===== src/rtl/lsu_rmw.sv =====
// lsu_rmw: load/store unit in front of a word-only data memory.
// Sub-word stores use read-modify-write; loads are lane-extracted and extended.
// Optional macro LSU_MISALIGN_TRAP_EN: misaligned accesses report rsp_misalign
// and skip memory; otherwise low address bits are force-aligned.
// Ports: clock/resetn; req_* CPU request (valid/ready); rsp_* one-cycle
// response; mem_* word-aligned strobes and data to the memory.
module lsu_rmw #(
    parameter int ADDR_W = 11
) (
    input  logic              clock,
    input  logic              resetn,
    input  logic              req_valid,
    output logic              req_ready,
    input  logic              req_write,
    input  logic [1:0]        req_size,
    input  logic              req_signed,
    input  logic [ADDR_W-1:0] req_addr,
    input  logic [31:0]       req_wdata,
    output logic              rsp_valid,
    output logic [31:0]       rsp_rdata,
    output logic              rsp_misalign,
    output logic [ADDR_W-1:0] mem_address,
    output logic              mem_read,
    output logic              mem_write,
    output logic [31:0]       mem_wdata,
    input  logic [31:0]       mem_rdata
);

    typedef enum logic [2:0] {
        S_IDLE,
        S_RD,
        S_RMW_RD,
        S_WR,
`ifdef LSU_MISALIGN_TRAP_EN
        S_ERR,
`endif
        S_RSP
    } state_e;

    state_e            state_q, state_d;
    logic [ADDR_W-1:0] addr_q, addr_d;
    logic [1:0]        size_q, size_d;
    logic              signed_q, signed_d;
    logic              write_q, write_d;
    logic [31:0]       wdata_q, wdata_d;
    logic [31:0]       merge_q, merge_d;
    logic [31:0]       rdata_q, rdata_d;
`ifdef LSU_MISALIGN_TRAP_EN
    logic              mis_q, mis_d;
    logic              req_mis;
`endif

    logic [ADDR_W-1:0] acc_addr;
    logic [7:0]        lane_b;
    logic [15:0]       lane_h;
    logic [31:0]       load_ext;
    logic [31:0]       store_merge;

    // Size 3 is reserved and behaves as a word, so bit 1 alone marks a word.
    always_comb begin
        acc_addr = req_addr;
`ifndef LSU_MISALIGN_TRAP_EN
        if (req_size == 2'd1) begin
            acc_addr[0] = 1'b0;
        end
        if (req_size[1]) begin
            acc_addr[1:0] = 2'b00;
        end
`endif
    end

`ifdef LSU_MISALIGN_TRAP_EN
    assign req_mis = ((req_size == 2'd1) && req_addr[0])
                   || (req_size[1] && (req_addr[1:0] != 2'b00));
`endif

    // Little-endian lane selection from the latched byte offset.
    always_comb begin
        lane_b = mem_rdata[{addr_q[1:0], 3'b000} +: 8];
        lane_h = mem_rdata[{addr_q[1], 4'b0000} +: 16];
        load_ext = mem_rdata;
        if (size_q == 2'd0) begin
            load_ext = signed_q ? {{24{lane_b[7]}}, lane_b}
                                : {24'h0, lane_b};
        end else if (size_q == 2'd1) begin
            load_ext = signed_q ? {{16{lane_h[15]}}, lane_h}
                                : {16'h0, lane_h};
        end
    end

    // Overlay the store lane(s) onto the word just read.
    always_comb begin
        store_merge = mem_rdata;
        if (size_q == 2'd0) begin
            store_merge[{addr_q[1:0], 3'b000} +: 8] = wdata_q[7:0];
        end else begin
            store_merge[{addr_q[1], 4'b0000} +: 16] = wdata_q[15:0];
        end
    end

    always_comb begin
        state_d  = state_q;
        addr_d   = addr_q;
        size_d   = size_q;
        signed_d = signed_q;
        write_d  = write_q;
        wdata_d  = wdata_q;
        merge_d  = merge_q;
        rdata_d  = rdata_q;
`ifdef LSU_MISALIGN_TRAP_EN
        mis_d    = mis_q;
`endif
        unique case (state_q)
            S_IDLE: begin
                if (req_valid) begin
                    addr_d   = acc_addr;
                    size_d   = req_size;
                    signed_d = req_signed;
                    write_d  = req_write;
                    wdata_d  = req_wdata;
                    merge_d  = 32'h0;
                    rdata_d  = 32'h0;
`ifdef LSU_MISALIGN_TRAP_EN
                    mis_d    = 1'b0;
                    if (req_mis) begin
                        state_d = S_ERR;
                    end else
`endif
                    if (!req_write) begin
                        state_d = S_RD;
                    end else if (req_size[1]) begin
                        state_d = S_WR;
                    end else begin
                        state_d = S_RMW_RD;
                    end
                end
            end
            S_RD: begin
                rdata_d = load_ext;
                state_d = S_RSP;
            end
            S_RMW_RD: begin
                merge_d = store_merge;
                state_d = S_WR;
            end
            S_WR: begin
                state_d = S_RSP;
            end
`ifdef LSU_MISALIGN_TRAP_EN
            S_ERR: begin
                mis_d   = 1'b1;
                state_d = S_RSP;
            end
`endif
            S_RSP: begin
                state_d = S_IDLE;
            end
            default: begin
                state_d = S_IDLE;
            end
        endcase
    end

    always_ff @(posedge clock or negedge resetn) begin
        if (!resetn) begin
            state_q  <= S_IDLE;
            addr_q   <= '0;
            size_q   <= 2'b00;
            signed_q <= 1'b0;
            write_q  <= 1'b0;
            wdata_q  <= 32'h0;
            merge_q  <= 32'h0;
            rdata_q  <= 32'h0;
`ifdef LSU_MISALIGN_TRAP_EN
            mis_q    <= 1'b0;
`endif
        end else begin
            state_q  <= state_d;
            addr_q   <= addr_d;
            size_q   <= size_d;
            signed_q <= signed_d;
            write_q  <= write_d;
            wdata_q  <= wdata_d;
            merge_q  <= merge_d;
            rdata_q  <= rdata_d;
`ifdef LSU_MISALIGN_TRAP_EN
            mis_q    <= mis_d;
`endif
        end
    end

    // Strobes decode straight from state so an async reset drops them at once.
    assign req_ready   = (state_q == S_IDLE);
    assign rsp_valid   = (state_q == S_RSP);
    assign rsp_rdata   = rdata_q;
    assign mem_read    = (state_q == S_RD) || (state_q == S_RMW_RD);
    assign mem_write   = (state_q == S_WR) && write_q;
    assign mem_address = (state_q == S_IDLE) ? '0
                                             : {addr_q[ADDR_W-1:2], 2'b00};
    assign mem_wdata   = (state_q != S_WR) ? 32'h0
                       : (size_q[1] ? wdata_q : merge_q);
`ifdef LSU_MISALIGN_TRAP_EN
    assign rsp_misalign = mis_q;
`else
    assign rsp_misalign = 1'b0;
`endif

endmodule


===== config.mk =====
export PLATFORM = sky130hd
export DESIGN_NAME = lsu_rmw
export DESIGN_NICKNAME = d
export VERILOG_FILES = /design/src/rtl/lsu_rmw.sv
export SDC_FILE = /design/constraint.sdc
export NUM_CORES = 1
export LEC_CHECK = 0
export CORE_MARGIN = 10
export CORE_UTILIZATION = 54
export CTS_BUF_LIST = sky130_fd_sc_hd__clkbuf_4 sky130_fd_sc_hd__clkbuf_8 sky130_fd_sc_hd__clkbuf_16
export DETAILED_ROUTE_END_ITERATION = 10
export GPL_ROUTABILITY_DRIVEN = 0
export PLACE_DENSITY_LB_ADDON = 0.05
export SYNTH_ARGS = -nofsm -noshare
export SYNTH_HDL_FRONTEND = slang
export SYNTH_SLANG_ARGS = --single-unit

===== constraint.sdc =====
create_clock -name clock -period 7.3 [get_ports clock]
set_clock_uncertainty 0.1 [all_clocks]
set_input_delay 1.46 -clock clock [delete_from_list [all_inputs] [get_ports clock]]
set_output_delay 1.46 -clock clock [all_outputs]
set_load 0.01 [all_outputs]

==> impl_metrics.yaml, run 1 <==
synthesis:
  yosys_warnings: 0
  postSynthAreaPerCell_um2: 10.5
  synth-seq-cells: 114
  yosysUniqueCellTypes: 43
  syn_inst: 640
  netlist_area_um2: 6720
  ys_seq_area_share_pct: 42.5
final_layout:
  final_area_um2: 8910
  final_util_pct: 73.6
  area_growth_pct: 32.6
  mostFrequentLayoutCells: "157 x clkdlybuf4s50_1, 112 x dfrtp_1, 63 x mux2i_1"
  drive_above_1_share_pct: 15.6
  fin_nets: 854
  seq_area_um2: 2860
  num-fill-cells: 896
  diodes: 0
  final_common_cell: "clkdlybuf4s50_1"
  multiInputGateArea_um2: 3530
placed_design:
  hpwl_mm: 14.7
  port_buffers: 158
  placed_area_um2: 8300
grt:
  grt_max_degree: 65
  grt.overflow.total: 0
  grt_pass1_vias: 6015
  grt_usage_pct: 24.1
  grt_pass1_wl_mm: 33.8
  antenna_found_initial: 0
critical_path:
  reg2regPathDepth: 5
  worstSetupPathType: "flip-flop to output pin"
  r2r-end: "merge_q[31]"
  cp-end-kind: "output pin"
  endpoint: "mem_wdata[9]"
  worstReg2RegStart: "addr_q[1]"
  cp_data_arrival_time_ps: 2870
  cp-start-kind: "flip-flop"
  crit_fanout: 33
  required_ps: 5740
  startpoint: "state_q[0]"
  rrSetupSlack_ps: 4220
sta:
  tightest_slew_ps: 1380
  relSlewSlack_pct: 6.98
  slew_violations: 0
  fmax_mhz: 226
  fin_crit_ps: 4430
  whs_ps: 387
  finalHoldViolations: 0
  min_period_over_period_pct: 60.6
  tns_ps: 0
  setup_viol: 0
  rsz0062_at_grt: "no"
floorplan:
  io_pins: 162
  die_w_um: 132
  die_area_um2: 17300
  rows: 40
  die_h_um: 132
  start_util_pct: 55.5
  core_area_um2: 12100
power_and_ir_drop:
  power.internal_w: 0.00238
  power.total_w: 0.00387
  cellPowerDensity_nw_per_um2: 434
  seq_power_share_pct: 30.2
  p_comb_share_pct: 48.2
  power.clock.fraction_pct: 21.6
  switchingPower_w: 0.00148
  leakage_nw: 3.60
  ir_drop_mv: 0.220
  switching_share_pct: 38.4
drt:
  ant_nets: 0
  wl_met2_mm: 9.89
  routed_via_density: 6.24
  drt_wl_total_mm: 21.2
  drt-pass1-iter-count: 5
  routed.top_layer: "met4"
  drtIter0Drc: 855
  drt-met1-wl_mm: 8.87
  route.met3.wl_mm: 1.95
  vias: 5917
  drc: 0
  wl_per_cell_um: 22.4
clock_network:
  clock-sinks: 114
  cts_hold_buffers: 0
  cts_setup_buffers: 0
  h-tree-depth: 4
  ctsLongestPathBuffers: 2
  cts_buffers: 17
  clk_pin_slew_ps: 50
  cts_tree: "yes"
  cts-root-buf: "clkbuf_16"
  clock_latency_ps: 420
  cts_resized: 0
worst_hold_path:
  hold_class: "flip-flop to flip-flop"
flow_run:
  max_cap_viol_count: 0
status:
  status: "finished clean"
==> power by group through the flow <==
stage               sequential [W]  clock [W]  combinational [W]
global route               0.00120   0.000870            0.00202
CTS                        0.00116   0.000840            0.00187
finish                     0.00117   0.000837            0.00186
global placement           0.00115          0            0.00181
detailed placement         0.00117          0            0.00186
floorplan                  0.00109          0            0.00128
==> worst max-delay path, cell delays in order, from the launching register on <==
cell	delay [ps]
dfrtp_1	590
nor2b_1	220
nand2_1	670
nor2_1	370
clkdlybuf4s50_1	580
==> final cells by class <==
class	count	share of cell area [%]
multi-input cells	450	39.7
inverters	18	0.758
repair buffers	166	18.4
flip-flops and latches	114	32.0
clock inverters	3	0.449
clock buffers	29	6.35
well taps	168	2.36
==> per-layer routing <==
metal / GRT usage, % / vias up
met3: 6.21 / 46
li1: - / 2648
met2: 37.5 / 305
met1: 31.5 / 2918
met4: 8.84 / 0
met5: 0 / -
==> stage by stage <==
stage / std cells / setup slack, ps
after detailed placement: 916 / 3360
after CTS: 948 / 2880
after global placement: 916 / 3510
after global routing: 948 / 2600
after floorplan: 642 / 4410
final: 948 / 2870
==> synth_stat cells <==
cell	instances	share of area (%)
nand4_1	1	0.093
a311o_1	8	1.2
mux2i_1	63	9.4
nand2b_1	4	0.37
or4b_4	1	0.20
buf_1	6	0.34
or3b_2	1	0.13
and4bb_2	1	0.19
a21oi_1	3	0.22
nand3_1	12	0.89
o21ai_0	58	4.3
nand3b_1	3	0.34
mux2_2	51	8.5
mux2_4	15	3.4
ha_1	5	0.93
o2bb2ai_1	22	2.9
a32o_1	18	2.7
nor2_1	47	2.6
nor3b_2	1	0.19
buf_6	3	0.50
nor2b_1	18	1.7
o22ai_1	1	0.093
buf_2	17	1.3
nor3_1	4	0.30
o2111ai_1	1	0.13
or2_2	3	0.28
mux4_2	1	0.34
o221a_2	1	0.17
buf_4	4	0.45
nand2_1	32	1.8
dfrtp_1	114	42
o221ai_1	3	0.39
nor4bb_1	2	0.30
inv_1	18	1.0
mux2i_4	1	0.34
clkbuf_1	30	1.7
a221oi_1	29	3.8
o211ai_1	24	2.7
nor3b_1	10	1.1
and2_1	1	0.093
xnor2_1	1	0.13
and4b_1	1	0.15
conb_1	1	0.056
==> cell families (layout without fill, tap and decap cells) <==
logic type                 count (synthesis)  after routing  synth area share, %
AOI/OAI and AO/OA                        168            168                 18.5
and+or+nand+nor                          142            142                 10.7
muxes                                    131            131                 22.0
DFF                                      114            114                 42.5
buffers and inverters                     78            216                 5.23
adders and majority gates                  5              5                0.931
other                                      1              3               0.0558
xor gates and xnor gates                   1              1                0.130
==> state kept, by name (all words and copies together) (netlist names) <==
register,cells
state_q,3
merge_q,32
wdata_q,32
signed_q,1
write_q,1
addr_q,11
rsp_rdata,32
size_q,2
==> how the worst min path moves through the flow <==
stage | slack (ps) | startpoint | endpoint | cells after the start
6_report | 390 | merge_q[9] | merge_q[9] | 1
5_1_grt | 410 | addr_q[5] | addr_q[5] | 1
4_1_cts | 390 | merge_q[9] | merge_q[9] | 1
3_5_place_dp | 380 | merge_q[9] | merge_q[9] | 1
3_3_place_gp | 370 | merge_q[15] | merge_q[15] | 1
2_1_floorplan | 360 | merge_q[10] | merge_q[10] | 1
Note: power is estimated with default switching activity, not from simulation.
==> inputs of run 2 (changes only) <==
Settings changed: CORE_UTILIZATION 54 to 46.
Clock period 7.3 ns to 3.8 ns, I/O delays scaled along.
==> run 2 against run 1 <==
Routed wire length rose by 2.5%. Cell area rose by 1.1%. Critical path depth rose by 1. Sequential cell count did not move. Clock power rose by 110%. Global-route usage fell by 2.3 points. Sequential power rose by 110%. Combinational power rose by 83%. Hold slack got worse by 70 ps. Critical path type unchanged. Largest cell class unchanged.
==> impl_metrics.yaml, run 2 (same netlist as run 1, synthesis figures left out) <==
final_layout:
  drive_above_1_share_pct: 15.9
  diodes: 0
  area_growth_pct: 34.1
  final_common_cell: "clkdlybuf4s50_1"
  final_util_pct: 62.5
  fin_nets: 858
  mostFrequentLayoutCells: "157 x clkdlybuf4s50_1, 112 x dfrtp_1, 63 x mux2i_1"
grt:
  antenna_found_initial: 0
  grt_pass1_wl_mm: 34.2
  grt_usage_pct: 21.8
  grt_max_degree: 60
  grt_pass1_vias: 5992
  grt.overflow.total: 0
sta:
  tightest_slew_ps: 1230
  tns_ps: 0
  setup_viol: 0
  fin_crit_ps: 3270
  finalHoldViolations: 0
  slew_violations: 0
  fmax_mhz: 306
  min_period_over_period_pct: 86.0
  rsz0062_at_grt: "no"
  relSlewSlack_pct: 18.2
  whs_ps: 317
drt:
  drtIter0Drc: 456
  drc: 0
  drt-pass1-iter-count: 5
  ant_nets: 0
  vias: 5801
  drt_wl_total_mm: 21.7
  wl_per_cell_um: 22.5
  routed_via_density: 5.99
status:
  status: "finished clean"
placed_design:
  port_buffers: 158
  hpwl_mm: 15.1
clock_network:
  cts_buffers: 17
  cts_resized: 0
  clock-sinks: 114
  ctsLongestPathBuffers: 2
  h-tree-depth: 4
  cts_tree: "yes"
  clock_latency_ps: 420
  clk_pin_slew_ps: 50
  cts_hold_buffers: 0
  cts_setup_buffers: 0
  cts-root-buf: "clkbuf_16"
critical_path:
  required_ps: 2940
  cp-start-kind: "flip-flop"
  worstSetupPathType: "flip-flop to output pin"
  cp-end-kind: "output pin"
  crit_fanout: 33
  cp_data_arrival_time_ps: 2410
floorplan:
  die_area_um2: 19800
  die_h_um: 141
  die_w_um: 141
  rows: 44
  start_util_pct: 46.6
  core_area_um2: 14400
  io_pins: 162
power_and_ir_drop:
  ir_drop_mv: 0.505
  power.total_w: 0.00755
  leakage_nw: 3.63
  cellPowerDensity_nw_per_um2: 838
flow_run:
  max_cap_viol_count: 0
worst_hold_path:
  hold_class: "input pin to asynchronous set/reset pin"
==> run 2: path summary, 6_finish.rpt <==
kind                       slack (ps)       endpoint        start  cells after the start
setup / recovery                  530  mem_wdata[14]   state_q[0]                      5
hold / removal                    320   rsp_rdata[3]       resetn                      1
setup reg to reg                  900  rsp_rdata[13]    size_q[1]                      4
hold reg to reg                   390    merge_q[10]  merge_q[10]                      1
max in group asynchronous        2510    merge_q[26]       resetn                      2
min in group clock                390    merge_q[10]  merge_q[10]                      1
==> run 2: stage by stage <==
step	cell area [um2]	worst slack, ps	instances
floorplan	6730	1330	642
global placement	8370	964	936
detailed placement	8370	906	936
CTS	9010	518	968
global route	9010	385	968
finish	9010	530	968
==> run 2: report_power, final <==
group	internal (W)	switching, W	leakage [nW]
clock	0.00114	0.000593	0.306
combinational	0.00179	0.00162	1.88
sequential	0.00174	0.000667	1.44
total	0.00467	0.00288	3.63
==> run 2: final cells by class <==
class	count	area (um2)
clock inverter	12	179
timing repair buffer	170	1680
tap	184	230
inverter	18	67.6
sequential	114	2860
clock buffer	20	460
multi-input combinational	450	3540
fill	1215	5410
==> run 2: worst max-delay path: stages, from the launching register on <==
cell,delay [ps]
dfrtp_1,610
nor2b_1,250
nand2_1,80
buf_4,270
nor2_1,190
clkdlybuf4s50_1,570
==> run 2: layer usage <==
metal | up-vias | part of all wire [%] | global-route usage [%]
met5 | - | 0 | 0
met2 | 276 | 46 | 32.8
met3 | 48 | 11 | 9.17
li1 | 2641 | - | -
met1 | 2836 | 41 | 27.0
met4 | 0 | 3.1 | 8.86
